--- src/rtl/dac_sample_scheduler_if.sv ---
// Bundle of pacing controls, the two valid/ready sample sources and the registered DAC outputs.
// The slave modport is the scheduler; the master modport is whatever drives it.
interface dac_sample_scheduler_if #(
    parameter int DIV_W = 16
);
    logic             en;
    logic [DIV_W-1:0] rate_div;
    logic             prio_mode;
    logic             comp_ready;
    logic             src0_valid;
    logic [27:0]      src0_data;
    logic             src0_ready;
    logic             src1_valid;
    logic [27:0]      src1_data;
    logic             src1_ready;
    logic [13:0]      dac_ch1;
    logic [13:0]      dac_ch2;
    logic             sample_strobe;
    logic [1:0]       grant;
    logic [15:0]      underrun_cnt;

    modport master (
        output en, rate_div, prio_mode, comp_ready,
        output src0_valid, src0_data, src1_valid, src1_data,
        input  src0_ready, src1_ready,
        input  dac_ch1, dac_ch2, sample_strobe, grant, underrun_cnt
    );

    modport slave (
        input  en, rate_div, prio_mode, comp_ready,
        input  src0_valid, src0_data, src1_valid, src1_data,
        output src0_ready, src1_ready,
        output dac_ch1, dac_ch2, sample_strobe, grant, underrun_cnt
    );
endinterface

--- src/rtl/dac_sample_scheduler.sv ---
// Paced two-source sample arbiter: one slot every rate_div+1 cycles while comp_ready is high,
// granted round-robin or src0-first, with hold/idle-fill and a saturating count on underrun.
module dac_sample_scheduler #(
    parameter logic [13:0] IDLE_CODE = 14'd8192,
    parameter bit          HOLD_LAST = 1'b1,
    parameter int          DIV_W     = 16
) (
    input logic                   clk_design,
    input logic                   rst_n,
    dac_sample_scheduler_if.slave bus
);
    typedef enum logic [1:0] {IDLE, RUN, STALL} state_t;

    localparam logic [DIV_W-1:0] CNT_ONE = {{(DIV_W-1){1'b0}}, 1'b1};

    state_t           state, state_nxt;
    logic [DIV_W-1:0] cnt_p0, cnt_nxt;
    logic             terminal_p0;
    logic             tick_p0;
    logic             sel0_p0, sel1_p0;
    logic             last_src1;
    logic [13:0]      ch1_p1, ch2_p1;
    logic [1:0]       grant_p1;
    logic             vld_p1;
    logic [15:0]      ucnt_p1;

    function automatic logic [15:0] sat_inc16(input logic [15:0] v);
        return (v == 16'hFFFF) ? v : v + 16'd1;
    endfunction

    // A live rate_div below the current count is treated as terminal.
    assign terminal_p0 = (cnt_p0 >= bus.rate_div);

    always_ff @(posedge clk_design or negedge rst_n) begin
        if (!rst_n) begin
            state  <= IDLE;
            cnt_p0 <= '0;
        end else begin
            state  <= state_nxt;
            cnt_p0 <= cnt_nxt;
        end
    end

    always_comb begin
        state_nxt = state;
        cnt_nxt   = cnt_p0;
        if (!bus.en) begin
            state_nxt = IDLE;
            cnt_nxt   = '0;
        end else begin
            case (state)
                IDLE: begin
                    state_nxt = RUN;
                    cnt_nxt   = '0;
                end
                RUN: begin
                    if (!terminal_p0)
                        cnt_nxt = cnt_p0 + CNT_ONE;
                    else if (bus.comp_ready)
                        cnt_nxt = '0;
                    else
                        state_nxt = STALL;
                end
                STALL: begin
                    if (bus.comp_ready) begin
                        state_nxt = RUN;
                        cnt_nxt   = '0;
                    end
                end
                default: begin
                    state_nxt = IDLE;
                    cnt_nxt   = '0;
                end
            endcase
        end
    end

    always_comb begin
        tick_p0 = 1'b0;
        if (bus.en && bus.comp_ready)
            tick_p0 = (state == STALL) || ((state == RUN) && terminal_p0);
        if (bus.prio_mode) begin
            sel0_p0 = bus.src0_valid;
            sel1_p0 = bus.src1_valid & ~bus.src0_valid;
        end else begin
            sel0_p0 = bus.src0_valid & (~bus.src1_valid | last_src1);
            sel1_p0 = bus.src1_valid & (~bus.src0_valid | ~last_src1);
        end
        bus.src0_ready = tick_p0 & sel0_p0;
        bus.src1_ready = tick_p0 & sel1_p0;
    end

    // ---- tick cycle -> registered DAC outputs ----
    always_ff @(posedge clk_design or negedge rst_n) begin
        if (!rst_n) begin
            ch1_p1    <= IDLE_CODE;
            ch2_p1    <= IDLE_CODE;
            grant_p1  <= 2'b00;
            vld_p1    <= 1'b0;
            ucnt_p1   <= 16'd0;
            last_src1 <= 1'b1;
        end else if (!bus.en) begin
            ch1_p1   <= IDLE_CODE;
            ch2_p1   <= IDLE_CODE;
            grant_p1 <= 2'b00;
            vld_p1   <= 1'b0;
        end else if (tick_p0) begin
            vld_p1 <= 1'b1;
            if (sel0_p0 || sel1_p0) begin
                ch1_p1   <= sel0_p0 ? bus.src0_data[27:14] : bus.src1_data[27:14];
                ch2_p1   <= sel0_p0 ? bus.src0_data[13:0]  : bus.src1_data[13:0];
                grant_p1 <= {sel1_p0, sel0_p0};
                if (!bus.prio_mode)
                    last_src1 <= sel1_p0;
            end else begin
                grant_p1 <= 2'b00;
                ucnt_p1  <= sat_inc16(ucnt_p1);
                if (!HOLD_LAST) begin
                    ch1_p1 <= IDLE_CODE;
                    ch2_p1 <= IDLE_CODE;
                end
            end
        end else begin
            vld_p1 <= 1'b0;
        end
    end

    assign bus.dac_ch1       = ch1_p1;
    assign bus.dac_ch2       = ch2_p1;
    assign bus.grant         = grant_p1;
    assign bus.sample_strobe = vld_p1;
    assign bus.underrun_cnt  = ucnt_p1;
endmodule

--- src/flat_wrapper.sv ---
// flat-port wrapper written by rule: the top's interface ports become plain ports
module dac_sample_scheduler_flat 
#(
    parameter logic [13:0] IDLE_CODE = 14'd8192,
    parameter bit          HOLD_LAST = 1'b1,
    parameter int          DIV_W     = 16
)
  (clk_design, rst_n, bus_en, bus_rate_div, bus_prio_mode, bus_comp_ready, bus_src0_valid, bus_src0_data, bus_src1_valid, bus_src1_data, bus_src0_ready, bus_src1_ready, bus_dac_ch1, bus_dac_ch2, bus_sample_strobe, bus_grant, bus_underrun_cnt);
  dac_sample_scheduler_if #(.DIV_W(DIV_W)) bus_i ();
  input logic clk_design;
  input logic rst_n;
  input wire logic [$bits(bus_i.en)-1:0] bus_en;
  input wire logic [$bits(bus_i.rate_div)-1:0] bus_rate_div;
  input wire logic [$bits(bus_i.prio_mode)-1:0] bus_prio_mode;
  input wire logic [$bits(bus_i.comp_ready)-1:0] bus_comp_ready;
  input wire logic [$bits(bus_i.src0_valid)-1:0] bus_src0_valid;
  input wire logic [$bits(bus_i.src0_data)-1:0] bus_src0_data;
  input wire logic [$bits(bus_i.src1_valid)-1:0] bus_src1_valid;
  input wire logic [$bits(bus_i.src1_data)-1:0] bus_src1_data;
  output wire logic [$bits(bus_i.src0_ready)-1:0] bus_src0_ready;
  output wire logic [$bits(bus_i.src1_ready)-1:0] bus_src1_ready;
  output wire logic [$bits(bus_i.dac_ch1)-1:0] bus_dac_ch1;
  output wire logic [$bits(bus_i.dac_ch2)-1:0] bus_dac_ch2;
  output wire logic [$bits(bus_i.sample_strobe)-1:0] bus_sample_strobe;
  output wire logic [$bits(bus_i.grant)-1:0] bus_grant;
  output wire logic [$bits(bus_i.underrun_cnt)-1:0] bus_underrun_cnt;
  assign bus_i.en = bus_en;
  assign bus_i.rate_div = bus_rate_div;
  assign bus_i.prio_mode = bus_prio_mode;
  assign bus_i.comp_ready = bus_comp_ready;
  assign bus_i.src0_valid = bus_src0_valid;
  assign bus_i.src0_data = bus_src0_data;
  assign bus_i.src1_valid = bus_src1_valid;
  assign bus_i.src1_data = bus_src1_data;
  assign bus_src0_ready = bus_i.src0_ready;
  assign bus_src1_ready = bus_i.src1_ready;
  assign bus_dac_ch1 = bus_i.dac_ch1;
  assign bus_dac_ch2 = bus_i.dac_ch2;
  assign bus_sample_strobe = bus_i.sample_strobe;
  assign bus_grant = bus_i.grant;
  assign bus_underrun_cnt = bus_i.underrun_cnt;
  dac_sample_scheduler #(.IDLE_CODE(IDLE_CODE), .HOLD_LAST(HOLD_LAST), .DIV_W(DIV_W)) u_core (.clk_design(clk_design), .rst_n(rst_n), .bus(bus_i));
endmodule
--- config.mk ---
export PLATFORM = sky130hd
export DESIGN_NAME = dac_sample_scheduler_flat
export DESIGN_NICKNAME = d
export VERILOG_FILES = /design/src/rtl/dac_sample_scheduler_if.sv /design/src/rtl/dac_sample_scheduler.sv /design/src/flat_wrapper.sv
export SDC_FILE = /design/constraint.sdc
export NUM_CORES = 1
export LEC_CHECK = 0
export ABC_AREA = 1
export BUFFER_PORTS_ARGS = -buffer_cell sky130_fd_sc_hd__buf_2
export CAP_MARGIN = 20
export CORE_ASPECT_RATIO = 0.8
export CORE_MARGIN = 5
export CORE_UTILIZATION = 30
export CTS_CLUSTER_SIZE = 28
export DETAILED_ROUTE_END_ITERATION = 6
export MAX_ROUTING_LAYER = met4
export PLACE_DENSITY = 0.57
export REMOVE_ABC_BUFFERS = 1
export SETUP_SLACK_MARGIN = 0.02
export SLEW_MARGIN = 40
export SYNTH_ARGS = -nofsm -noshare
export SYNTH_HDL_FRONTEND = slang
export SYNTH_SLANG_ARGS = --single-unit
--- constraint.sdc ---
create_clock -name clk_design -period 3.55 [get_ports clk_design]
set_input_delay 0.355 -clock clk_design [delete_from_list [all_inputs] [get_ports clk_design]]
set_output_delay 0.355 -clock clk_design [all_outputs]
set_load 0.01 [all_outputs]
=== Yosys cells after proc, flatten, opt, wreduce, memory -nomap -nowiden ===
Cells that the tools add are included.
W data, S select, Z words.

* Register bits after elaboration: 66
* Logic and storage cells: 66
* Output and inout bits: 49
* Input port bits: 79

* Bitwise gates (word level): 13
* Mux-type cells: 25
* Add/subtract/negate cells: 2
* Order comparisons: 1
* Equality and inequality tests: 8
* Reductions and logical operators: 9

{| class="wikitable"
|+ Operator list
! operator !! number
|-
| $mux W14 || 8
|-
| $mux W16 || 3
|-
| $add A16 B1 Y16 const B || 2
|-
| $pmux W16 S2 || 1
|-
| $eq A16 B16 Y1 const B || 1
|-
| $ge A16 B16 Y1 || 1
|-
| $mux W2 || 7
|-
| $reduce_and A4 Y1 || 2
|-
| $ne A3 B3 Y1 const B || 2
|-
| $not A1 Y1 || 6
|-
| $pmux W2 S3 || 1
|-
| $and A1 B1 Y1 || 5
|-
| $mux W1 || 5
|-
| $ne A2 B1 Y1 const B || 2
|-
| $ne A3 B2 Y1 const B || 1
|-
| $reduce_and A3 Y1 || 1
|-
| $eq A2 B1 Y1 const B || 1
|-
| $eq A2 B2 Y1 const B || 1
|-
| $logic_and A1 B1 Y1 || 2
|-
| $logic_not A2 Y1 || 1
|-
| $logic_or A1 B1 Y1 || 2
|-
| $or A1 B1 Y1 || 2
|-
| $reduce_and A2 Y1 || 1
|}

=== Depth between registers and ports, before layout ===
* Word-level depth: 8
* Depth in mapped cells: 18
* Mapped depth without buffers: 17

=== Least setup slack after synthesis ===
No wires, ideal clock.

* Kind: reg2out
* Start point: register u_core.cnt_p0[7]
* End point: output bus_src1_ready
* Arrival time: 1.650 ns
* Data required time: 3.195 ns
* Path buffers: 0
* Slack: 1.545 ns
* Cell stages (with the launch flop): 14
* Path through: dfrtp_1 -> ha_1 -> nand2_1 -> inv_2 -> nand2_2 -> nor2_1 -> nor2_1 -> nand2_1 -> nand2_1 -> nand2_1 -> nand2_2 -> nand2_2 -> nand2_1 -> nor2_1

* Cells in the longest elaborated chain, start to end: 5

{| class="wikitable"
|+ RTL lines
! element !! line !! text
|-
| start: declaration || dac_sample_scheduler.sv:17 || <nowiki>logic [DIV_W-1:0] cnt_p0, cnt_nxt;</nowiki>
|-
| start signal: assignment || dac_sample_scheduler.sv:40 || <nowiki>cnt_p0 <= cnt_nxt;</nowiki>
|-
| $ge A16 B16 Y1 || dac_sample_scheduler.sv:32 || <nowiki>assign terminal_p0 = (cnt_p0 >= bus.rate_div);</nowiki>
|-
| $logic_and A1 B1 Y1 || dac_sample_scheduler.sv:81 || <nowiki>tick_p0 = (state == STALL) || ((state == RUN) && terminal_p0);</nowiki>
|-
| $logic_or A1 B1 Y1 || dac_sample_scheduler.sv:81 ||
|-
| $mux W1 || dac_sample_scheduler.sv:80 || <nowiki>if (bus.en && bus.comp_ready)</nowiki>
|-
| $and A1 B1 Y1 || dac_sample_scheduler.sv:90 || <nowiki>bus.src1_ready = tick_p0 & sel1_p0;</nowiki>
|-
| end: declaration || flat_wrapper.sv:21 || <nowiki>output wire logic [$bits(bus_i.src1_ready)-1:0] bus_src1_ready;</nowiki>
|}

Every way passes these cells.

=== Worst setup path in the final report ===
* Start point: register u_core.cnt_p0[0]
* End point: output bus_src1_ready

The elaborated chain is that of the path after synthesis.

==> results.toml <==
[layout]
antenna_cells = 0
drive_above_1_share_pct = 22.0
fin_nets = 862
syn_to_final_growth_pct = 24.8

[timing]
skew_ps = 9.06
finalSetupViolCount = 0
setup_tns_ps = 0
hold_viol = 0
worst_pin_slew_ps = 737
rsz0062_at_grt = "no"
max_slew_margin_pct = 50.9
maxSlewViolCount = 0
fin_crit_ps = 2780
layout_worst_path_cycle_share_pct = 78.3
fmax_ghz = 0.360

[setup_path]
worstReg2RegEnd = "u_core.cnt_p0[4]"
crit_type = "register to primary output"
timing.rr.start = "u_core.cnt_p0[7]"
end_kind = "primary output"
worst_setup_path_start_kind = "register"
r2r.worst_path.cells = 12
worst-path-max-fanout = 6
critPathArrivalTime_ps = 2430
r2r_setup_slack_ps = 1180
worstPathRequired_ps = 3190

[placed_design]
hpwl_um = 9220
gp_congestion = 0.847
numPortBuffers = 127

[drt]
routedWlPerCell_um = 13.3
drt_iter0_markers = 271
via_per_inst = 4.55
drc = 0
first_pass_iters = 4
wirelength_um = 12700
vias = 4325
antenna_left = 0

[cts]
post_cts_buffers = 0
cts.clk_slew.worst_paths_ps = 60
cts_buffer_depth = 2
cts_tree = "done"
htree_levels = 3
cts_hold_buf = 0
cts.sinks = 66
cts.repair.resized = 0
cts_buffers = 9
root_buffer = "clkbuf_16"
clock_latency_ps = 330

[synth]
synth_warnings = 0
synthDistinctLibCells = 31
ys_ff_latch = 66
synth_top_family_by_area = "simple AND/OR/NAND/NOR gates"
synthCells = 642
avgSynthCellArea_um2 = 6.92
syn-cell-area_um2 = 4440
synthAdderAreaFrac_pct = 5.91
synth_compound_area_share_pct = 6.53
synth_xor_area_share_pct = 4.53
synth_mux_area_share_pct = 0
yosys.area_share.simple_pct = 37.1
yosysSeqAreaShare_pct = 37.3

[floorplan]
initial_utilization_pct = 30.9
coreArea_um2 = 14400
ios = 128
fp.dieH_um = 119
die_w_um = 146
rows = 39
die-area_um2 = 17400

[global_route]
grt_max_degree = 43
grt_pass1_wl_um = 21200
grt_antenna_before_repair = 0
grt_pass1_vias = 4184
grt_use_total_pct = 15.2
grt_overflow = 0

[power]
cellLeakagePower_nw = 3.10
sw_frac_of_total_pct = 27.7
p_switching_uw = 587
power.total_mw = 2.12
ir_drop_mv = 0.230
power.density_nw_per_um2 = 382
pwr-share-seq_pct = 38.4
intPower_mw = 1.53
clkPwrFrac_pct = 46.1
comb_power_share_pct = 15.5

[job]
maxCapViolations = 0

[min_path]
hold_class = "primary input to async pin"

[status]
outcome = "complete, no violations"
-- per-layer routing --
metal	GRT usage (%)	routed length [um]	vias to the layer above
met2	24.2	5890	80
met1	20.4	6260	1958
met3	2.96	431	8
li1	-	-	2279
met4	2.82	97	0
met5	-	0	-
-- placed cells by master, fill, tap and decap left out, drive strengths merged --
cell type  netlist  routed
a21oi           23      23
a31oi            1       1
and2             1       1
buf             18     135
bufinv           0       2
clkbuf           8      10
clkinv           1       2
clkinvlp         0       2
dfrtp           63      63
dfstp            3       3
ha              21      21
inv             59      60
nand2          248     248
nand3           83      83
nand4            7       7
nor2            44      44
nor3             7       7
nor4             2       2
o211ai           1       1
o21ai           27      27
or2              1       1
or3b             1       1
xnor2            5       5
xor2            18      18
-- power groups by stage --
stage | logic [mW] | clock network (mW) | registers [mW]
final | 0.328 | 0.976 | 0.813
after global routing | 0.376 | 1.04 | 0.818
after CTS | 0.333 | 1.00 | 0.813
after detailed placement | 0.332 | 0 | 0.825
after global placement | 0.329 | 0 | 0.825
after floorplan | 0.166 | 0 | 0.832
-- flip-flops by register name, indices dropped and copies added, names as in the netlist --
register and count:
u_core.bus.dac_ch2 14, u_core.last_src1 1, u_core.bus.sample_strobe 1, u_core.bus.underrun_cnt 16, u_core.bus.grant 2, u_core.cnt_p0 16
u_core.state 2, u_core.bus.dac_ch1 14
-- synth_stat cells (all sizes together) --
cell,instances,area (um^2)
inv,59,221
dfrtp,63,1580
or3b,1,8.76
nand3,83,420
clkbuf,8,30.0
clkinv,1,3.75
ha,21,263
nand2,248,946
xor2,18,158
dfstp,3,78.8
nand4,7,43.8
a21oi,23,126
nor2,44,165
o21ai,27,135
xnor2,5,43.8
o211ai,1,7.51
a31oi,1,21.3
buf,18,128
and2,1,7.51
or2,1,6.26
nor3,7,40.0
nor4,2,12.5
-- critical path, cell delays in order, from the launching register on --
cell and delay [ps]:
dfrtp_1 420, inv_1 90, ha_1 290, nand4_1 130
nor2_1 110, nor2_1 40, nand2_1 80, nand2_1 50
nand2_1 130, nand2_2 110, nand2_2 150, nand2_1 140
nor2_1 180, buf_2 160
-- metrics by stage --
step | instances | utilization (%) | hold slack, ps | setup WS, ps | cell area (um^2)
final | 951 | 38.5 | 31.3 | 770 | 5540
after floorplan | 616 | - | 59.4 | 1020 | 4290
after global routing | 951 | 38.5 | 74.9 | 451 | 5540
after detailed placement | 935 | 36.2 | 403 | 1110 | 5220
after CTS | 951 | 38.5 | 49.7 | 736 | 5540
after global placement | 935 | 36.2 | 461 | 1140 | 5210
-- cell families after synthesis --
family | Yosys count
AO/OA/AOI/OAI | 52
buffers and inverters | 86
XOR/XNOR | 23
flip-flops | 66
AND/OR/NAND/NOR | 394
adder cells (fa/ha/maj) | 21
-- final cells by class --
cell class	count	area, um^2
multi-input cells	490	2410
fillers	1578	8850
inverters	60	225
well taps	184	230
clock buffers	10	239
flip-flops and latches	66	1660
clock inverters	6	88.8
repair buffers	135	698
-- how the worst max path moves through the flow --
stage,depth (start not counted),startpoint,to
floorplan,15,u_core.cnt_p0[7],u_core.bus.dac_ch1[0]
global placement,13,u_core.cnt_p0[0],bus_src1_ready
detailed placement,13,u_core.cnt_p0[0],bus_src1_ready
CTS,13,u_core.cnt_p0[0],bus_src1_ready
global route,13,u_core.cnt_p0[0],bus_src1_ready
finish,13,u_core.cnt_p0[0],bus_src1_ready
Note: power is estimated with default switching activity, not from simulation.
